## src/rtl/acc_dummy_pipe_if.sv

```systemverilog
// Stream interface between the fifo controller and the dummy accelerator.
// Carries the consumer stream (controller -> accelerator) and the producer
// stream (accelerator -> controller).
//   master : controller/environment side (drives cons_*, prod_ready)
//   slave  : accelerator side (drives cons_ready, prod_valid, prod_data)
interface acc_dummy_pipe_if #(
  parameter int DATA_W = 64
);
  logic              cons_valid;
  logic              cons_ready;
  logic [DATA_W-1:0] cons_data;
  logic              prod_valid;
  logic              prod_ready;
  logic [DATA_W-1:0] prod_data;

  modport master (
    output cons_valid, cons_data, prod_ready,
    input  cons_ready, prod_valid, prod_data
  );

  modport slave (
    input  cons_valid, cons_data, prod_ready,
    output cons_ready, prod_valid, prod_data
  );
endinterface

```

## src/rtl/acc_dummy_pipe.sv

```systemverilog
// acc_dummy_pipe: pipelined dummy accelerator.
// Each job consumes ser_ratio beats, waits cfg_wait cycles, then emits
// deser_ratio beats whose value is derived from the job's input beats.
// Ingest of later jobs overlaps with wait/egress of earlier jobs via a
// JOB_DEPTH-entry job queue.
// Ports:
//   clk, rst_n        clock, asynchronous active-low reset
//   cfg_ser_ratio     input beats per job (0 treated as 1)
//   cfg_deser_ratio   output beats per job (0 treated as 1)
//   cfg_wait          idle cycles between ingest completion and first output
//   cfg_mode          0=last beat, 1=sum, 2=xor, 3=sum+beat index
//   bus (slave)       cons_valid/ready/data in, prod_valid/ready/data out
//   jobs_in_flight    queued jobs, including the one in egress
//   job_done          pulse on the final output handshake of a job
module acc_dummy_pipe #(
  parameter int DATA_W    = 64,
  parameter int JOB_DEPTH = 4,
  parameter int CNT_W     = 16,
  parameter int WAIT_W    = 14
) (
  input  logic                           clk,
  input  logic                           rst_n,
  input  logic [CNT_W-1:0]               cfg_ser_ratio,
  input  logic [CNT_W-1:0]               cfg_deser_ratio,
  input  logic [WAIT_W-1:0]              cfg_wait,
  input  logic [1:0]                     cfg_mode,
  acc_dummy_pipe_if.slave                bus,
  output logic [$clog2(JOB_DEPTH+1)-1:0] jobs_in_flight,
  output logic                           job_done
);

  localparam int PTR_W = $clog2(JOB_DEPTH);
  localparam int OCC_W = $clog2(JOB_DEPTH+1);

  localparam logic [PTR_W-1:0]  PTR_ZERO  = PTR_W'(0);
  localparam logic [PTR_W-1:0]  PTR_ONE   = PTR_W'(1);
  localparam logic [OCC_W-1:0]  OCC_ZERO  = OCC_W'(0);
  localparam logic [OCC_W-1:0]  OCC_ONE   = OCC_W'(1);
  localparam logic [OCC_W-1:0]  OCC_DEPTH = OCC_W'(JOB_DEPTH);
  localparam logic [CNT_W-1:0]  CNT_ZERO  = CNT_W'(0);
  localparam logic [CNT_W-1:0]  CNT_ONE   = CNT_W'(1);
  localparam logic [WAIT_W-1:0] WAIT_ZERO = WAIT_W'(0);
  localparam logic [WAIT_W-1:0] WAIT_ONE  = WAIT_W'(1);
  localparam logic [DATA_W-1:0] DATA_ZERO = DATA_W'(0);
  localparam logic [DATA_W-1:0] DATA_ONE  = DATA_W'(1);

  typedef enum logic [1:0] {
    E_IDLE = 2'd0,
    E_WAIT = 2'd1,
    E_OUT  = 2'd2
  } egr_state_t;

  // A ratio of zero behaves as a ratio of one.
  function automatic logic [CNT_W-1:0] nz_ratio(input logic [CNT_W-1:0] r);
    if (r == CNT_ZERO) begin
      nz_ratio = CNT_ONE;
    end else begin
      nz_ratio = r;
    end
  endfunction

  // ---------------- ingest state ----------------
  logic              in_active_r;
  logic [CNT_W-1:0]  in_cnt_r;
  logic [CNT_W-1:0]  in_ser_r;
  logic [CNT_W-1:0]  in_deser_r;
  logic [WAIT_W-1:0] in_wait_r;
  logic [1:0]        in_mode_r;
  logic [DATA_W-1:0] acc_sum_r;
  logic [DATA_W-1:0] acc_xor_r;
  logic              cons_ready_r;

  logic              cons_hs_s;
  logic              push_s;
  logic [CNT_W-1:0]  job_ser_s;
  logic [CNT_W-1:0]  job_deser_s;
  logic [WAIT_W-1:0] job_wait_s;
  logic [1:0]        job_mode_s;
  logic [CNT_W-1:0]  beat_num_s;
  logic [DATA_W-1:0] sum_s;
  logic [DATA_W-1:0] xor_s;
  logic [DATA_W-1:0] result_s;

  // ---------------- job queue ----------------
  logic [DATA_W-1:0] q_result_r [JOB_DEPTH];
  logic [CNT_W-1:0]  q_deser_r  [JOB_DEPTH];
  logic [WAIT_W-1:0] q_wait_r   [JOB_DEPTH];
  logic [1:0]        q_mode_r   [JOB_DEPTH];
  logic [PTR_W-1:0]  wr_ptr_r;
  logic [PTR_W-1:0]  rd_ptr_r;
  logic [OCC_W-1:0]  count_r;
  logic [OCC_W-1:0]  count_next_s;

  logic [DATA_W-1:0] head_result_s;
  logic [CNT_W-1:0]  head_deser_s;
  logic [WAIT_W-1:0] head_wait_s;
  logic [1:0]        head_mode_s;

  // ---------------- egress state ----------------
  egr_state_t        state_r;
  egr_state_t        state_next_s;
  logic [WAIT_W-1:0] wait_cnt_r;
  logic [CNT_W-1:0]  beat_idx_r;
  logic [DATA_W-1:0] prod_data_r;
  logic              pop_s;
  logic              last_beat_s;

  // Ingest datapath: the first beat of a job takes its config straight from
  // cfg_*, later beats use the copy latched on that first beat.
  always_comb begin
    cons_hs_s   = bus.cons_valid && cons_ready_r;
    job_ser_s   = in_active_r ? in_ser_r   : nz_ratio(cfg_ser_ratio);
    job_deser_s = in_active_r ? in_deser_r : nz_ratio(cfg_deser_ratio);
    job_wait_s  = in_active_r ? in_wait_r  : cfg_wait;
    job_mode_s  = in_active_r ? in_mode_r  : cfg_mode;
    beat_num_s  = in_active_r ? (in_cnt_r + CNT_ONE) : CNT_ONE;
    sum_s       = (in_active_r ? acc_sum_r : DATA_ZERO) + bus.cons_data;
    xor_s       = (in_active_r ? acc_xor_r : DATA_ZERO) ^ bus.cons_data;
    push_s      = cons_hs_s && (beat_num_s == job_ser_s);
    case (job_mode_s)
      2'd0:    result_s = bus.cons_data;
      2'd1:    result_s = sum_s;
      2'd2:    result_s = xor_s;
      2'd3:    result_s = sum_s;
      default: result_s = sum_s;
    endcase
  end

  // Ingest accumulators and per-job config latch.
  always_ff @(posedge clk or negedge rst_n) begin
    if (!rst_n) begin
      in_active_r <= 1'b0;
      in_cnt_r    <= CNT_ZERO;
      in_ser_r    <= CNT_ONE;
      in_deser_r  <= CNT_ONE;
      in_wait_r   <= WAIT_ZERO;
      in_mode_r   <= 2'd0;
      acc_sum_r   <= DATA_ZERO;
      acc_xor_r   <= DATA_ZERO;
    end else if (cons_hs_s) begin
      if (push_s) begin
        in_active_r <= 1'b0;
        in_cnt_r    <= CNT_ZERO;
        acc_sum_r   <= DATA_ZERO;
        acc_xor_r   <= DATA_ZERO;
      end else begin
        in_active_r <= 1'b1;
        in_cnt_r    <= beat_num_s;
        in_ser_r    <= job_ser_s;
        in_deser_r  <= job_deser_s;
        in_wait_r   <= job_wait_s;
        in_mode_r   <= job_mode_s;
        acc_sum_r   <= sum_s;
        acc_xor_r   <= xor_s;
      end
    end
  end

  // Queue head view and next occupancy.
  always_comb begin
    head_result_s = q_result_r[rd_ptr_r];
    head_deser_s  = q_deser_r[rd_ptr_r];
    head_wait_s   = q_wait_r[rd_ptr_r];
    head_mode_s   = q_mode_r[rd_ptr_r];
    case ({push_s, pop_s})
      2'b10:   count_next_s = count_r + OCC_ONE;
      2'b01:   count_next_s = count_r - OCC_ONE;
      default: count_next_s = count_r;
    endcase
  end

  // Job queue storage, pointers and occupancy.  cons_ready is registered
  // from the next occupancy so it never depends combinationally on
  // cons_valid or prod_ready.
  always_ff @(posedge clk or negedge rst_n) begin
    if (!rst_n) begin
      for (int i = 0; i < JOB_DEPTH; i++) begin
        q_result_r[i] <= DATA_ZERO;
        q_deser_r[i]  <= CNT_ONE;
        q_wait_r[i]   <= WAIT_ZERO;
        q_mode_r[i]   <= 2'd0;
      end
      wr_ptr_r     <= PTR_ZERO;
      rd_ptr_r     <= PTR_ZERO;
      count_r      <= OCC_ZERO;
      cons_ready_r <= 1'b0;
    end else begin
      if (push_s) begin
        q_result_r[wr_ptr_r] <= result_s;
        q_deser_r[wr_ptr_r]  <= job_deser_s;
        q_wait_r[wr_ptr_r]   <= job_wait_s;
        q_mode_r[wr_ptr_r]   <= job_mode_s;
        wr_ptr_r             <= wr_ptr_r + PTR_ONE;
      end
      if (pop_s) begin
        rd_ptr_r <= rd_ptr_r + PTR_ONE;
      end
      count_r      <= count_next_s;
      cons_ready_r <= (count_next_s < OCC_DEPTH);
    end
  end

  // Egress next-state logic.
  always_comb begin
    state_next_s = state_r;
    pop_s        = 1'b0;
    last_beat_s  = (beat_idx_r == (head_deser_s - CNT_ONE));
    case (state_r)
      E_IDLE: begin
        if (count_r != OCC_ZERO) begin
          if (head_wait_s != WAIT_ZERO) begin
            state_next_s = E_WAIT;
          end else begin
            state_next_s = E_OUT;
          end
        end else begin
          state_next_s = E_IDLE;
        end
      end
      E_WAIT: begin
        if ((wait_cnt_r + WAIT_ONE) == head_wait_s) begin
          state_next_s = E_OUT;
        end else begin
          state_next_s = E_WAIT;
        end
      end
      E_OUT: begin
        if (bus.prod_ready && last_beat_s) begin
          pop_s        = 1'b1;
          state_next_s = E_IDLE;
        end else begin
          state_next_s = E_OUT;
        end
      end
      default: begin
        state_next_s = E_IDLE;
      end
    endcase
  end

  // Egress state register, wait counter, beat index and output data.
  // prod_data is loaded with the result on entry to E_OUT; in mode 3 it
  // steps by one per handshake, which equals result + beat index.
  always_ff @(posedge clk or negedge rst_n) begin
    if (!rst_n) begin
      state_r     <= E_IDLE;
      wait_cnt_r  <= WAIT_ZERO;
      beat_idx_r  <= CNT_ZERO;
      prod_data_r <= DATA_ZERO;
    end else begin
      state_r <= state_next_s;
      case (state_r)
        E_IDLE: begin
          wait_cnt_r <= WAIT_ZERO;
          beat_idx_r <= CNT_ZERO;
          if (state_next_s == E_OUT) begin
            prod_data_r <= head_result_s;
          end
        end
        E_WAIT: begin
          if (state_next_s == E_OUT) begin
            prod_data_r <= head_result_s;
            wait_cnt_r  <= WAIT_ZERO;
          end else begin
            wait_cnt_r <= wait_cnt_r + WAIT_ONE;
          end
        end
        E_OUT: begin
          if (bus.prod_ready) begin
            if (last_beat_s) begin
              beat_idx_r  <= CNT_ZERO;
              prod_data_r <= DATA_ZERO;
            end else begin
              beat_idx_r <= beat_idx_r + CNT_ONE;
              if (head_mode_s == 2'd3) begin
                prod_data_r <= prod_data_r + DATA_ONE;
              end
            end
          end
        end
        default: begin
          wait_cnt_r  <= WAIT_ZERO;
          beat_idx_r  <= CNT_ZERO;
          prod_data_r <= DATA_ZERO;
        end
      endcase
    end
  end

  assign bus.cons_ready = cons_ready_r;
  assign bus.prod_valid = (state_r == E_OUT);
  assign bus.prod_data  = prod_data_r;
  assign jobs_in_flight = count_r;
  // The pop happens exactly on the final output handshake of a job.
  assign job_done       = pop_s;

endmodule

```

## src/flat_wrapper.sv

```systemverilog
// flat-port wrapper written by rule: the top's interface ports become plain ports
module acc_dummy_pipe_flat 
#(
  parameter int DATA_W    = 64,
  parameter int JOB_DEPTH = 4,
  parameter int CNT_W     = 16,
  parameter int WAIT_W    = 14
)
  (clk, rst_n, cfg_ser_ratio, cfg_deser_ratio, cfg_wait, cfg_mode, jobs_in_flight, job_done, bus_cons_valid, bus_cons_data, bus_prod_ready, bus_cons_ready, bus_prod_valid, bus_prod_data);
  acc_dummy_pipe_if #(.DATA_W(DATA_W)) bus_i ();
  input  logic clk;
  input  logic rst_n;
  input  logic [CNT_W-1:0] cfg_ser_ratio;
  input  logic [CNT_W-1:0] cfg_deser_ratio;
  input  logic [WAIT_W-1:0] cfg_wait;
  input  logic [1:0] cfg_mode;
  output logic [$clog2(JOB_DEPTH+1)-1:0] jobs_in_flight;
  output logic job_done;
  input wire logic [$bits(bus_i.cons_valid)-1:0] bus_cons_valid;
  input wire logic [$bits(bus_i.cons_data)-1:0] bus_cons_data;
  input wire logic [$bits(bus_i.prod_ready)-1:0] bus_prod_ready;
  output wire logic [$bits(bus_i.cons_ready)-1:0] bus_cons_ready;
  output wire logic [$bits(bus_i.prod_valid)-1:0] bus_prod_valid;
  output wire logic [$bits(bus_i.prod_data)-1:0] bus_prod_data;
  assign bus_i.cons_valid = bus_cons_valid;
  assign bus_i.cons_data = bus_cons_data;
  assign bus_i.prod_ready = bus_prod_ready;
  assign bus_cons_ready = bus_i.cons_ready;
  assign bus_prod_valid = bus_i.prod_valid;
  assign bus_prod_data = bus_i.prod_data;
  acc_dummy_pipe #(.DATA_W(DATA_W), .JOB_DEPTH(JOB_DEPTH), .CNT_W(CNT_W), .WAIT_W(WAIT_W)) u_core (.clk(clk), .rst_n(rst_n), .cfg_ser_ratio(cfg_ser_ratio), .cfg_deser_ratio(cfg_deser_ratio), .cfg_wait(cfg_wait), .cfg_mode(cfg_mode), .bus(bus_i), .jobs_in_flight(jobs_in_flight), .job_done(job_done));
endmodule
```

## config.mk

```make
export PLATFORM = sky130hd
export DESIGN_NAME = acc_dummy_pipe_flat
export DESIGN_NICKNAME = d
export VERILOG_FILES = /design/src/rtl/acc_dummy_pipe_if.sv /design/src/rtl/acc_dummy_pipe.sv /design/src/flat_wrapper.sv
export SDC_FILE = /design/constraint.sdc
export NUM_CORES = 2
export LEC_CHECK = 0
export CAP_MARGIN = 15
export CORE_MARGIN = 2
export CORE_UTILIZATION = 57
export CTS_BUF_LIST = sky130_fd_sc_hd__clkbuf_8
export DETAILED_ROUTE_END_ITERATION = 8
export PLACE_DENSITY = 0.79
export REMOVE_ABC_BUFFERS = 1
export SYNTH_ARGS = -nofsm -noshare
export SYNTH_HDL_FRONTEND = slang
export SYNTH_SLANG_ARGS = --single-unit
```

## constraint.sdc

```tcl
create_clock -name clk -period 4.43 [get_ports clk]
set_input_delay 0.886 -clock clk [delete_from_list [all_inputs] [get_ports clk]]
set_output_delay 0.886 -clock clk [all_outputs]
set_load 0.01 [all_outputs]
```

==> results <==
- The run finished, with violations left.
- The checks that failed: setup timing.
- Setup violations remaining at the end of the flow were counted as 1.
- The core region is 65600 µm².
- The clock net in this run drives a total of 681 sinks.
- The synthesized area is 37700 µm².
- Setup repair after global routing could not meet its margin everywhere.
- After layout, the worst path uses 106% of the clock period.
- After detailed routing, the average wire length per cell comes to 20.4 µm.
- The number of nets with antenna violations after routing is 0.
- The post-layout instance area is about 45000 µm².
- Wires add up to 110 mm.
- Clock latency on the worst-skew pair, taken at its later pin, is around 0.76 ns.
- The number of antenna violations at the first check in global routing is 2.
- The mean number of vias per cell is 6.20.
- After synthesis, the cell types taking the most area are sky130_fd_sc_hd__dfrtp_1, sky130_fd_sc_hd__nand2_1, sky130_fd_sc_hd__o21ai_0, sky130_fd_sc_hd__mux4_2, sky130_fd_sc_hd__a21oi_1.
- Across the run, the number of max-cap violations was 0.
- The critical path capture point type is an output pin.
- The class of the tightest hold or removal check is flop to flop.
- The worst path required time is between 3 and 4 ns.
- The leakage component of the power is approximately 0.020 µW.
- The detailed-route DRC error count is 0.
- The clock tree synthesis step divided the H-tree into 3 levels.
- The adder-cell share of the synthesized area is 2.53%.
- The fraction of synthesized cell area taken by the top area cell type is 44.8%.
- Yosys mapped a number of flops with a built-in enable equal to 0.
- The top cell type by total area after synthesis is sky130_fd_sc_hd__dfrtp_1.
- Among all flip-flop cells after synthesis, the most frequent one is sky130_fd_sc_hd__dfrtp_1.
- The area fraction in and, or, nand and nor cells after synthesis is 16.8%.
- At the pin with the least slew margin, the transition time is around 1.1 ns.
- After the first detailed-routing iteration, the DRC count stood at ~3400.
- The synthesized netlist devotes 18.1% of its cell area to compound gates.
- The floorplan die height is 261 µm.
- For this block, the via count after detailed routing is 33300.
- Entering global routing, the biggest net connects 180 pins.
- The estimated wirelength of the detail-placed design is 74.0 mm.
- In this run, synthesis produced a sequential element count of about 680.
- Of the synthesized area, sequential elements account for 45.2%.
- The clock tree skew after final layout is 0.0369 ns.
- The number of distinct library cell variants in the gate-level netlist after synthesis is 80.
- The root buffer cell is sky130_fd_sc_hd__clkbuf_8.
- The areal power density over the cells is 530 nW/µm².
- Clock-pin slew was measured on the worst setup and hold paths at around 0.07 ns.
- The deepest clock path buffer count is 3.
- The total number of nets in the final design is ~4600.
- The classification of the worst setup path is flop to output pin.
- Counting flops with an async set or reset pin after synthesis yields a share of 100%.
- The total count of hold-check failures in the final report was 0.
- The worst-case IR drop observed on VDD is roughly 0.3 mV.
- Summing the areas of all xor and xnor instances in the mapped netlist gives 4.67% of the synthesized area.
- The number of instances in the synthesized netlist is a little over 4000.
- The post-synthesis mux area share is 9.23%.
- The die covers between 60000 and 70000 µm².
- TritonCTS created 110 clock buffers.
- The total grt overflow is 0.
- The post-route netlist has 14.6% of its cells at a drive strength greater than 1.
- TritonCTS built the clock tree.
- In the post-route analysis, the smallest setup slack over all paths is -0.262 ns.
- The global-route wire length before repair is approximately 170 mm.
- For this run, the detailed router's first-pass iteration total came to 6.
- The global placement routability congestion is around 0.95.
- Summing all placed instances gives a cell area of 42000 µm².
- The row count is 94.
- Compared with the post-synthesis result, the final layout area differs by 18.4%.
- The total power after layout is about 24000 µW.
- A synthesized cell averages roughly 9 µm².
- The number of max-slew violations in the final report is 0.
- Leaving out fill and tap cells, the most frequent cells in the layout are sky130_fd_sc_hd__nand2_1, sky130_fd_sc_hd__dfrtp_1, sky130_fd_sc_hd__o21ai_0, sky130_fd_sc_hd__buf_4, sky130_fd_sc_hd__a21oi_1.
- The worst hold slack after final layout is 0.462 ns.
- The shortest period the worst path allows is approximately 4.7 ns.
- The data arrival time of the critical path is 3.81 ns.
- By area, the combinational part of the netlist is dominated by compound AO/OA/AOI/OAI gates.
- The worst slew slack as a fraction of its limit is 27.0%.
- Adding up every negative setup slack in the final design gives -0.262 ns.
- The number of input and output port buffers inserted is 185.
- Cells fill 68.1% of the core in the end.
- The reg-to-reg setup timing slack is around 0.20 ns.
- The number of global-route vias before repair is around 33000.
- 186 I/O pins were placed.
- Leaving out fill and tap cells, the most frequent cell in the layout is sky130_fd_sc_hd__nand2_1.
- The maximum achievable frequency is between 200 and 250 MHz.
- Once the floorplan was initialized, standard cells occupied 57.5% of the core.
- The Yosys step of the flow raised 0 warnings.
- The type of origin of the critical path is a flop.
- In the global route stage, overall resource usage came out at 32.1%.
- Of all nets on the critical path, the largest fanout is 8.
- The floorplan die width is 261 µm.
## flip-flops by register name, indices dropped and copies added (netlist names), 56 cells and up, named ones only
register,count
u_core.q_wait_r,56
u_core.acc_sum_r,64
u_core.acc_xor_r,64
u_core.bus.prod_data,64
u_core.q_result_r,256
u_core.q_deser_r,64
## final timing paths
kind	from	to	cells after the start
worst max-delay path	u_core.rd_ptr_r[0]	job_done	11
worst min-delay path	u_core.acc_sum_r[13]	u_core.acc_sum_r[13]	2
worst max register to register	u_core.rd_ptr_r[0]	u_core.bus.prod_data[0]	14
worst min register to register	u_core.acc_sum_r[13]	u_core.acc_sum_r[13]	2
max in group asynchronous	rst_n	u_core.rd_ptr_r[0]	3
min in group asynchronous	rst_n	u_core.wait_cnt_r[12]	2
## area by class of cell
type                            count  area [µm²]
Fill cell                        5010       21000
Inverter                           50         188
Clock inverter                     70         607
Tap cell                          864        1080
Timing Repair Buffer              477        4380
Clock buffer                      136        1870
Sequential cell                   681       17100
Multi-Input combinational cell   3096       19500
Antenna cell                        2        5.00
## kinds of logic after synthesis
family                     count (synthesis)
and+or+nand+nor                         1441
DFF                                      681
xor gates and xnor gates                 196
AOI/OAI and AO/OA                       1157
adders and majority gates                 75
buffers and inverters                    324
muxes                                    226
## layer usage
metal | global-route usage, % | vias up | share of wire [%]
li1 | - | 15200 | -
met1 | 43.9 | 16400 | 41
met4 | 11.5 | 0 | 3.1
met5 | 0 | - | 0
met2 | 51.6 | 1543 | 47
met3 | 6.11 | 211 | 8.6
## synth_stat cells (6+ instances only)
master	instances
sky130_fd_sc_hd__nand2_1	843
sky130_fd_sc_hd__dfrtp_1	675
sky130_fd_sc_hd__o21ai_0	600
sky130_fd_sc_hd__clkbuf_1	215
sky130_fd_sc_hd__a21oi_1	200
sky130_fd_sc_hd__nor2_1	185
sky130_fd_sc_hd__xnor2_1	100
sky130_fd_sc_hd__mux2i_1	99
sky130_fd_sc_hd__nand3_1	97
sky130_fd_sc_hd__mux4_2	94
sky130_fd_sc_hd__a22o_1	93
sky130_fd_sc_hd__xor2_1	93
sky130_fd_sc_hd__and2_1	75
sky130_fd_sc_hd__ha_1	73
sky130_fd_sc_hd__nor3_1	62
sky130_fd_sc_hd__o22ai_1	60
sky130_fd_sc_hd__inv_1	50
sky130_fd_sc_hd__nand4_1	42
sky130_fd_sc_hd__buf_2	34
sky130_fd_sc_hd__a21o_1	33
sky130_fd_sc_hd__mux2_2	33
sky130_fd_sc_hd__o31ai_1	29
sky130_fd_sc_hd__o31a_1	27
sky130_fd_sc_hd__and3_1	25
sky130_fd_sc_hd__nor4_1	23
sky130_fd_sc_hd__or3_1	20
sky130_fd_sc_hd__nor2b_1	16
sky130_fd_sc_hd__a31oi_1	15
sky130_fd_sc_hd__buf_1	14
sky130_fd_sc_hd__and4_1	11
sky130_fd_sc_hd__nand2b_1	10
sky130_fd_sc_hd__o21a_1	10
sky130_fd_sc_hd__o21ai_1	10
sky130_fd_sc_hd__o21bai_1	9
sky130_fd_sc_hd__or4_1	9
sky130_fd_sc_hd__buf_6	8
sky130_fd_sc_hd__o211ai_1	8
sky130_fd_sc_hd__or2_2	8
sky130_fd_sc_hd__o41ai_1	7
sky130_fd_sc_hd__a22oi_1	6
sky130_fd_sc_hd__dfstp_2	6
## critical path, stage by stage (launching register included)
cell and delay [ns]:
sky130_fd_sc_hd__dfrtp_4 0.51, sky130_fd_sc_hd__buf_12 0.16, sky130_fd_sc_hd__buf_4 0.13, sky130_fd_sc_hd__mux4_2 0.46
sky130_fd_sc_hd__buf_4 0.18, sky130_fd_sc_hd__nor4_1 0.25, sky130_fd_sc_hd__xnor2_1 0.13, sky130_fd_sc_hd__o41ai_2 0.36
sky130_fd_sc_hd__and4_1 0.27, sky130_fd_sc_hd__nor4b_2 0.22, sky130_fd_sc_hd__and3_1 0.24, sky130_fd_sc_hd__buf_2 0.15
## through the flow
step | worst slack [ns] | std cells
after global placement | -0.235 | 5153
final | -0.262 | 5376
after floorplan | -4.98 | 3826
after detailed placement | -0.243 | 5153
after global routing | -0.396 | 5376
after CTS | -0.151 | 5373
## where the power goes
| part | switching [µW] | internal (µW) |
|---|---|---|
| sequential | 917 | 7590 |
| clock | 2710 | 3380 |
| combinational | 5090 | 3990 |
## timing repair
item | in CTS | in global routing
hold buffers | 1 | 0
endpoints found under the hold margin | 17 | 0
gates cloned | 0 | 1
pin swaps | 4 | 1
buffers inserted | 13 | 0
setup endpoints to repair | 1 | 19
resized for setup | 10 | 1
(Power assumes the default switching activity.)
